### src/rtl/ram_stream_reader.sv
// ram_stream_reader: streams a {start, length} window of a 1R1W RAM as valid/ready beats.
// Optional last_o output enabled by defining RAM_STREAM_READER_LAST_EN.
module ram_stream_reader #(
    parameter int width_p = 8,
    parameter int depth_p = 8,
    localparam int aw = $clog2(depth_p),
    localparam int lw = $clog2(depth_p + 1)
) (
    input  logic               clk_i,
    input  logic               reset_i,
    input  logic               cmd_valid_i,
    output logic               cmd_ready_o,
    input  logic [aw-1:0]      cmd_addr_i,
    input  logic [lw-1:0]      cmd_len_i,
    output logic [aw-1:0]      rd_addr_o,
    input  logic [width_p-1:0] rd_data_i,
    output logic               valid_o,
    output logic [width_p-1:0] data_o,
    input  logic               ready_i,
`ifdef RAM_STREAM_READER_LAST_EN
    output logic               last_o,
`endif
    output logic               busy_o,
    output logic               done_o
);

    typedef enum logic [1:0] {
        IDLE  = 2'd0,
        READ  = 2'd1,
        DRAIN = 2'd2
    } state_t;

    state_t          state_q;
    state_t          state_d;
    logic [aw-1:0]   addr_q;
    logic [aw-1:0]   addr_nxt;
    logic [lw-1:0]   rem_q;
    logic [lw-1:0]   rem_base;
    logic            cmd_fire;
    logic            out_fire;
    logic            load;
    logic            load_last;
    logic            zero_done_q;
`ifdef RAM_STREAM_READER_LAST_EN
    logic            last_q;
`endif

    assign cmd_fire = cmd_valid_i && (state_q == IDLE);
    assign out_fire = valid_o && ready_i;

    // The first word is fetched in the command cycle itself so it is visible one cycle later.
    always_comb begin
        load      = 1'b0;
        load_last = 1'b0;
        rem_base  = rem_q;
        unique case (state_q)
            IDLE: begin
                load      = cmd_fire && (cmd_len_i != '0);
                load_last = (cmd_len_i == lw'(1));
                rem_base  = cmd_len_i;
            end
            READ: begin
                load      = !valid_o || ready_i;
                load_last = (rem_q == lw'(1));
            end
            default: begin
                load      = 1'b0;
            end
        endcase
        addr_nxt = (rd_addr_o == aw'(depth_p - 1)) ? '0 : rd_addr_o + aw'(1);
    end

    // State register.
    always_ff @(posedge clk_i) begin
        if (reset_i) begin
            state_q <= IDLE;
        end else begin
            state_q <= state_d;
        end
    end

    // Next-state logic.
    always_comb begin
        state_d = state_q;
        unique case (state_q)
            IDLE: begin
                if (load) begin
                    state_d = load_last ? DRAIN : READ;
                end
            end
            READ: begin
                if (load && load_last) begin
                    state_d = DRAIN;
                end
            end
            DRAIN: begin
                if (out_fire) begin
                    state_d = IDLE;
                end
            end
            default: begin
                state_d = IDLE;
            end
        endcase
    end

    // Outputs derived from the state; the read address follows the command while idle.
    always_comb begin
        cmd_ready_o = (state_q == IDLE);
        busy_o      = (state_q != IDLE) || valid_o;
        done_o      = ((state_q == DRAIN) && out_fire) || zero_done_q;
        rd_addr_o   = addr_q;
        if ((state_q == IDLE) && cmd_valid_i) begin
            rd_addr_o = cmd_addr_i;
        end
    end

    // Address walker, remaining count and output register.
    always_ff @(posedge clk_i) begin
        if (reset_i) begin
            addr_q      <= '0;
            rem_q       <= '0;
            valid_o     <= 1'b0;
            data_o      <= '0;
            zero_done_q <= 1'b0;
        end else begin
            zero_done_q <= cmd_fire && (cmd_len_i == '0);
            if (load) begin
                addr_q  <= addr_nxt;
                rem_q   <= rem_base - lw'(1);
                data_o  <= rd_data_i;
                valid_o <= 1'b1;
            end else if (out_fire) begin
                valid_o <= 1'b0;
            end
        end
    end

`ifdef RAM_STREAM_READER_LAST_EN
    // Marks the final word of the command while it sits in the output register.
    always_ff @(posedge clk_i) begin
        if (reset_i) begin
            last_q <= 1'b0;
        end else if (load) begin
            last_q <= load_last;
        end else if (out_fire) begin
            last_q <= 1'b0;
        end
    end

    assign last_o = last_q;
`endif

endmodule
### config.mk
export PLATFORM = sky130hd
export DESIGN_NAME = ram_stream_reader
export DESIGN_NICKNAME = d
export VERILOG_FILES = /design/src/rtl/ram_stream_reader.sv
export SDC_FILE = /design/constraint.sdc
export NUM_CORES = 1
export LEC_CHECK = 0
export CAP_MARGIN = 10
export CORE_ASPECT_RATIO = 0.7
export CORE_MARGIN = 2
export CORE_UTILIZATION = 45
export CTS_CLUSTER_DIAMETER = 40
export CTS_CLUSTER_SIZE = 20
export DETAILED_ROUTE_END_ITERATION = 12
export GPL_ROUTABILITY_DRIVEN = 1
export GPL_TIMING_DRIVEN = 0
export HOLD_SLACK_MARGIN = 0.05
export PLACE_DENSITY = 0.77
export SYNTH_ARGS = -nofsm -noshare
export SYNTH_HDL_FRONTEND = slang
export SYNTH_SLANG_ARGS = --single-unit
### constraint.sdc
create_clock -name clk_i -period 2.86 [get_ports clk_i]
set_clock_uncertainty 0.05 [all_clocks]
set_input_delay 0.858 -clock clk_i [delete_from_list [all_inputs] [get_ports clk_i]]
set_output_delay 0.858 -clock clk_i [all_outputs]
set_load 0.005 [all_outputs]
# After elaboration in Yosys (flattened, before gate mapping)
# Cells that the tools add are included.
# Widths: inputs -> output; s select.
[op_classes]
n_mul = 0
bitwise_logic = 0
n_reduce_logical = 16
n_eq_ne = 8
shift = 0
n_lt_le_gt_ge = 0
n_div = 0
muxes = 12
addsub = 2
[ops]
columns = ["cell", "count"]
rows = [
  ["$eq 4x1->1 const B", 2],
  ["$mux 2", 4],
  ["$logic_and 1x1->1", 6],
  ["$mux 3", 2],
  ["$pmux 2 s3", 1],
  ["$logic_not 4->1", 1],
  ["$mux 4", 1],
  ["$ne 2x2->1 const B", 2],
  ["$pmux 1 s2", 2],
  ["$reduce_bool 2->1", 2],
  ["$reduce_bool 4->1", 1],
  ["$sub 4x1->4 const B", 1],
  ["$add 3x1->3 const B", 1],
  ["$eq 3x3->1 const B", 1],
  ["$logic_or 1x1->1", 3],
  ["$reduce_and 3->1", 1],
  ["$eq 2x1->1 const B", 1],
  ["$eq 2x2->1 const B", 1],
  ["$logic_not 2->1", 1],
  ["$mux 1", 2],
  ["$ne 2x1->1 const B", 1],
  ["$logic_not 1->1", 1],
]
[totals]
mem_count = 0
elab_cells = 44
ff_bits = 19
ram_bits = 0
romBits = 0
latch_bits = 0
output_inout_bits = 15
input_bits = 19

# Longest topological paths before layout
[depth]
word_depth = 7
ltp_mapped = 9
depth_no_buf = 7

# Worst setup path before layout
# OpenSTA, ideal clock, no wires.
[synth_timing]
path_kind = "input to output"
startpoint = "in cmd_valid_i"
endpoint = "out rd_addr_o[1]"
path_slack_ns = 0.463
arrival_time_ns = 1.489
n_path_buf = 0
required_ns = 1.952
path_stages = 3
cell_sequence = "or3b_2 > nand2_1 > nand2_1"
[synth_via]
elab_chain_cells = 2
[synth_rtl]
columns = ["element", "line", "source"]
rows = [
  ["start: declaration", "11", "input logic cmd_valid_i,"],
  ["$logic_and 1x1->1", "113", "if ((state_q == IDLE) && cmd_valid_i) begin"],
  ["$mux 3", "113", ""],
  ["end: declaration", "15", "output logic [aw-1:0] rd_addr_o,"],
]
# No other way between the ends.

# Final worst setup path
[layout_timing]
startpoint = "in cmd_valid_i"
endpoint = "out rd_addr_o[2]"
# Same word-level chain as after synthesis.

==> metrics.txt <==
Final setup viols=0; Final period util=0.979; FF-to-FF Start=state_q[0]; Die Footprint=2690 um^2; Via density=5.35; Critical Path RT=~2 ns; fill count=between 150 and 200; Clock Tree Buf Depth=2; vias in the first global route=927; first-pass GRT wire length=between 4000 and 5000 um; post-detail-place hpwl=about 1900 um; leakage=~0.57 nW; synthesized area=slightly above 1000 um^2; Seq/Total Area, Yosys=0.370; first-pass iteration count of the detailed router=5; initial antenna violation count=0; area grow syn2layout=42.1%; gr usage total=0.207; Synth Net Count=145; Std-Cell Rows=14; diode count=0; Routed Wire Length=between 2000 and 3000 um; Yosys cell types=38; Worst Path Buf+Inv=3; CP startpoint=cmd_valid_i; Final #Nets=187; die width=roughly 61 um; Highest Signal Layer=met3; slew at the pin with the worst max-slew slack=0.475 ns; Clk Tree Root Cell=clkbuf_4; IO Port Bufs=32; Reg clk slew, reported paths=about 0.1 ns; power per cell area=around 490 nW/um^2; WL met3=around 150 um; Mapped Cells=124; crit path kind=primary input to output pin; Top delay family on crit path=buffers and inverters; I/O Pins=34; Seq. cell area=between 300 and 400 um^2; Final Non-Filler Cells=197; syn_area_per_cell=approximately 8.3 um^2; GPL Wtd Cong=approximately 0.76; CP Max Fanout=3; Stages on worst setup path=6; Worst Hold Class=register to register; RR Endpoint=rem_q[2]; Clock Latency Late Sink=0.30 ns; CTS sink cnt=19; largest net degree at the start of global routing=11; hold_buf cts=0; via count=about 1100; die height=approximately 44 um; slowest cell on the critical path=or3b_4; worst vdd ir=roughly 0.37 mV; Final Util=0.678; Ys Warns=0; footprint of the multi-input gates=603 um^2; minimum clock period=2.80 ns; cell count of the worst reg-to-reg path=8; Max Cap Viol=0; Slowest Stage Delay on Critical Path=~0.40 ns; #FFs+latches synth=19; flop2flop setup slack=about 0.27 ns; Hold Vio Cnt, Final=0; DRC Markers=0; routed len/inst=around 13 um; RSZ-0062 raised after global routing=false; initial DRC count=71; cell chain of the critical path=clkdlybuf4s15_1, or3b_4, buf_4, nand2_1, nand2_1, clkdlybuf4s15_1; FMAX=357 MHz; Worst setup EP type=output pin; share of cells above drive strength 1=0.170; Placed Cells=~190; Max Slew Vio Count=0; met2 wire len=between 1000 and 1500 um; Starting Density=0.477; status=finished clean; critical path data arrival time=1.89 ns; CTS tree=built; crit path capture=rd_addr_o[2]; setup TNS=0 ns; Num CTS Buffers=3; total gr overflow=0; number of nets with antenna violations after routing=0; core box area=about 2200 um^2; wl on met1=between 1000 and 1500 um; H-tree depth=1; CP Launch Type=primary input; slew margin rel.=0.683
flip-flops by register name, summed over array words and instances (netlist names):
name,count
data_o,8
rem_q,4
addr_q,3
state_q,2
valid_o,1
zero_done_q,1
metal layers:
metal  vias up  global-route usage
met4         0              0.0261
met1       495               0.313
li1        531                   -
met5         -                   0
met3         0              0.0597
met2        28               0.300
kinds of logic after synthesis:
| logic type | count (synthesis) | share of synthesized area |
|---|---|---|
| AOI/OAI and AO/OA | 31 | 0.212 |
| muxes | 3 | 0.0305 |
| buffers and inverters | 7 | 0.0511 |
| and+or+nand+nor | 62 | 0.312 |
| adders and majority gates | 2 | 0.0244 |
| DFF | 19 | 0.370 |
layout make-up:
cell class                      count  area share
Tap cell                           32      0.0274
Sequential cell                    19       0.260
Timing Repair Buffer               37       0.240
Multi-Input combinational cell     98       0.413
Clock buffer                        4      0.0180
Buffer                              7      0.0411
cell usage in the layout, fill, tap and decap left out, types with 2 or more instances in the layout:
| master | n |
|---|---|
| ha_1 | 2 |
| clkbuf_4 | 3 |
| mux2i_1 | 2 |
| nor3_1 | 3 |
| nand4b_1 | 5 |
| nor2_1 | 6 |
| buf_4 | 5 |
| o21ai_0 | 4 |
| a21oi_1 | 13 |
| nand2_1 | 33 |
| nor2b_1 | 4 |
| buf_6 | 3 |
| dlygate4sd2_1 | 2 |
| clkbuf_1 | 2 |
| a31oi_1 | 3 |
| dfxtp_1 | 19 |
| clkdlybuf4s15_1 | 2 |
| clkdlybuf4s50_1 | 27 |
per-stage QoR:
step                      hold WS (ns)  cell area [um^2]  worst slack [ns]  power (mW)
final                            0.407              1460            0.0609       0.712
after floorplan                  0.382              1030             0.463       0.460
after CTS                        0.412              1460            0.0106       0.713
after detailed placement         0.396              1390            -0.594       0.568
after global placement           0.389              1390            -0.582       0.559
after global routing             0.435              1460           0.00515       0.756
cell usage after synthesis (all sizes together):
cell | instances | area [um^2]
a211oi | 2 | 20.0
a21oi | 14 | 73.8
a221o | 1 | 11.3
a22o | 1 | 17.5
a22oi | 2 | 20.0
a31o | 1 | 8.76
a31oi | 3 | 18.8
a32oi | 1 | 8.76
buf | 4 | 31.3
clkbuf | 3 | 21.3
dfxtp | 19 | 380
ha | 2 | 25.0
mux2 | 1 | 11.3
mux2i | 2 | 20.0
nand2 | 33 | 124
nand2b | 1 | 6.26
nand3 | 1 | 5.00
nand3b | 1 | 7.51
nand4 | 1 | 6.26
nand4b | 5 | 43.8
nor2 | 6 | 22.5
nor2b | 4 | 25.0
nor3 | 3 | 15.0
nor3b | 1 | 12.5
o21ai | 4 | 20.0
o311ai | 1 | 8.76
o31a | 1 | 10.0
or3 | 2 | 13.8
or3b | 2 | 17.5
or4 | 1 | 11.3
or4b | 1 | 10.0
tightest hold or removal path, cell delays in order, from the launching register on:
cell and delay [ns]:
dfxtp_1 0.32, nand2_1 0.05, a21oi_1 0.05
how the worst min path moves through the flow:
| stage | from | endpoint | slack (ns) | depth (start not counted) |
|---|---|---|---|---|
| final | data_o[2] | data_o[2] | 0.41 | 2 |
| after global routing | data_o[3] | data_o[3] | 0.43 | 2 |
| after CTS | data_o[5] | data_o[5] | 0.41 | 2 |
| after detailed placement | data_o[5] | data_o[5] | 0.40 | 2 |
| after global placement | data_o[4] | data_o[4] | 0.39 | 2 |
| after floorplan | addr_q[1] | addr_q[1] | 0.38 | 2 |
timing repair:
| item | 4_1_cts | 5_1_grt |
|---|---|---|
| gates cloned | 0 | 0 |
| setup buffers | 5 | 0 |
| endpoints found under the setup margin | 4 | 3 |
| gates resized for setup | 13 | 3 |
power breakdown:
| group | switching, mW | total [mW] | internal [mW] |
|---|---|---|---|
| Combinational | 0.120 | 0.262 | 0.141 |
| Clock | 0.0817 | 0.136 | 0.0542 |
| Sequential | 0.0202 | 0.314 | 0.294 |
No activity file was read; power rests on OpenSTA's default activity.
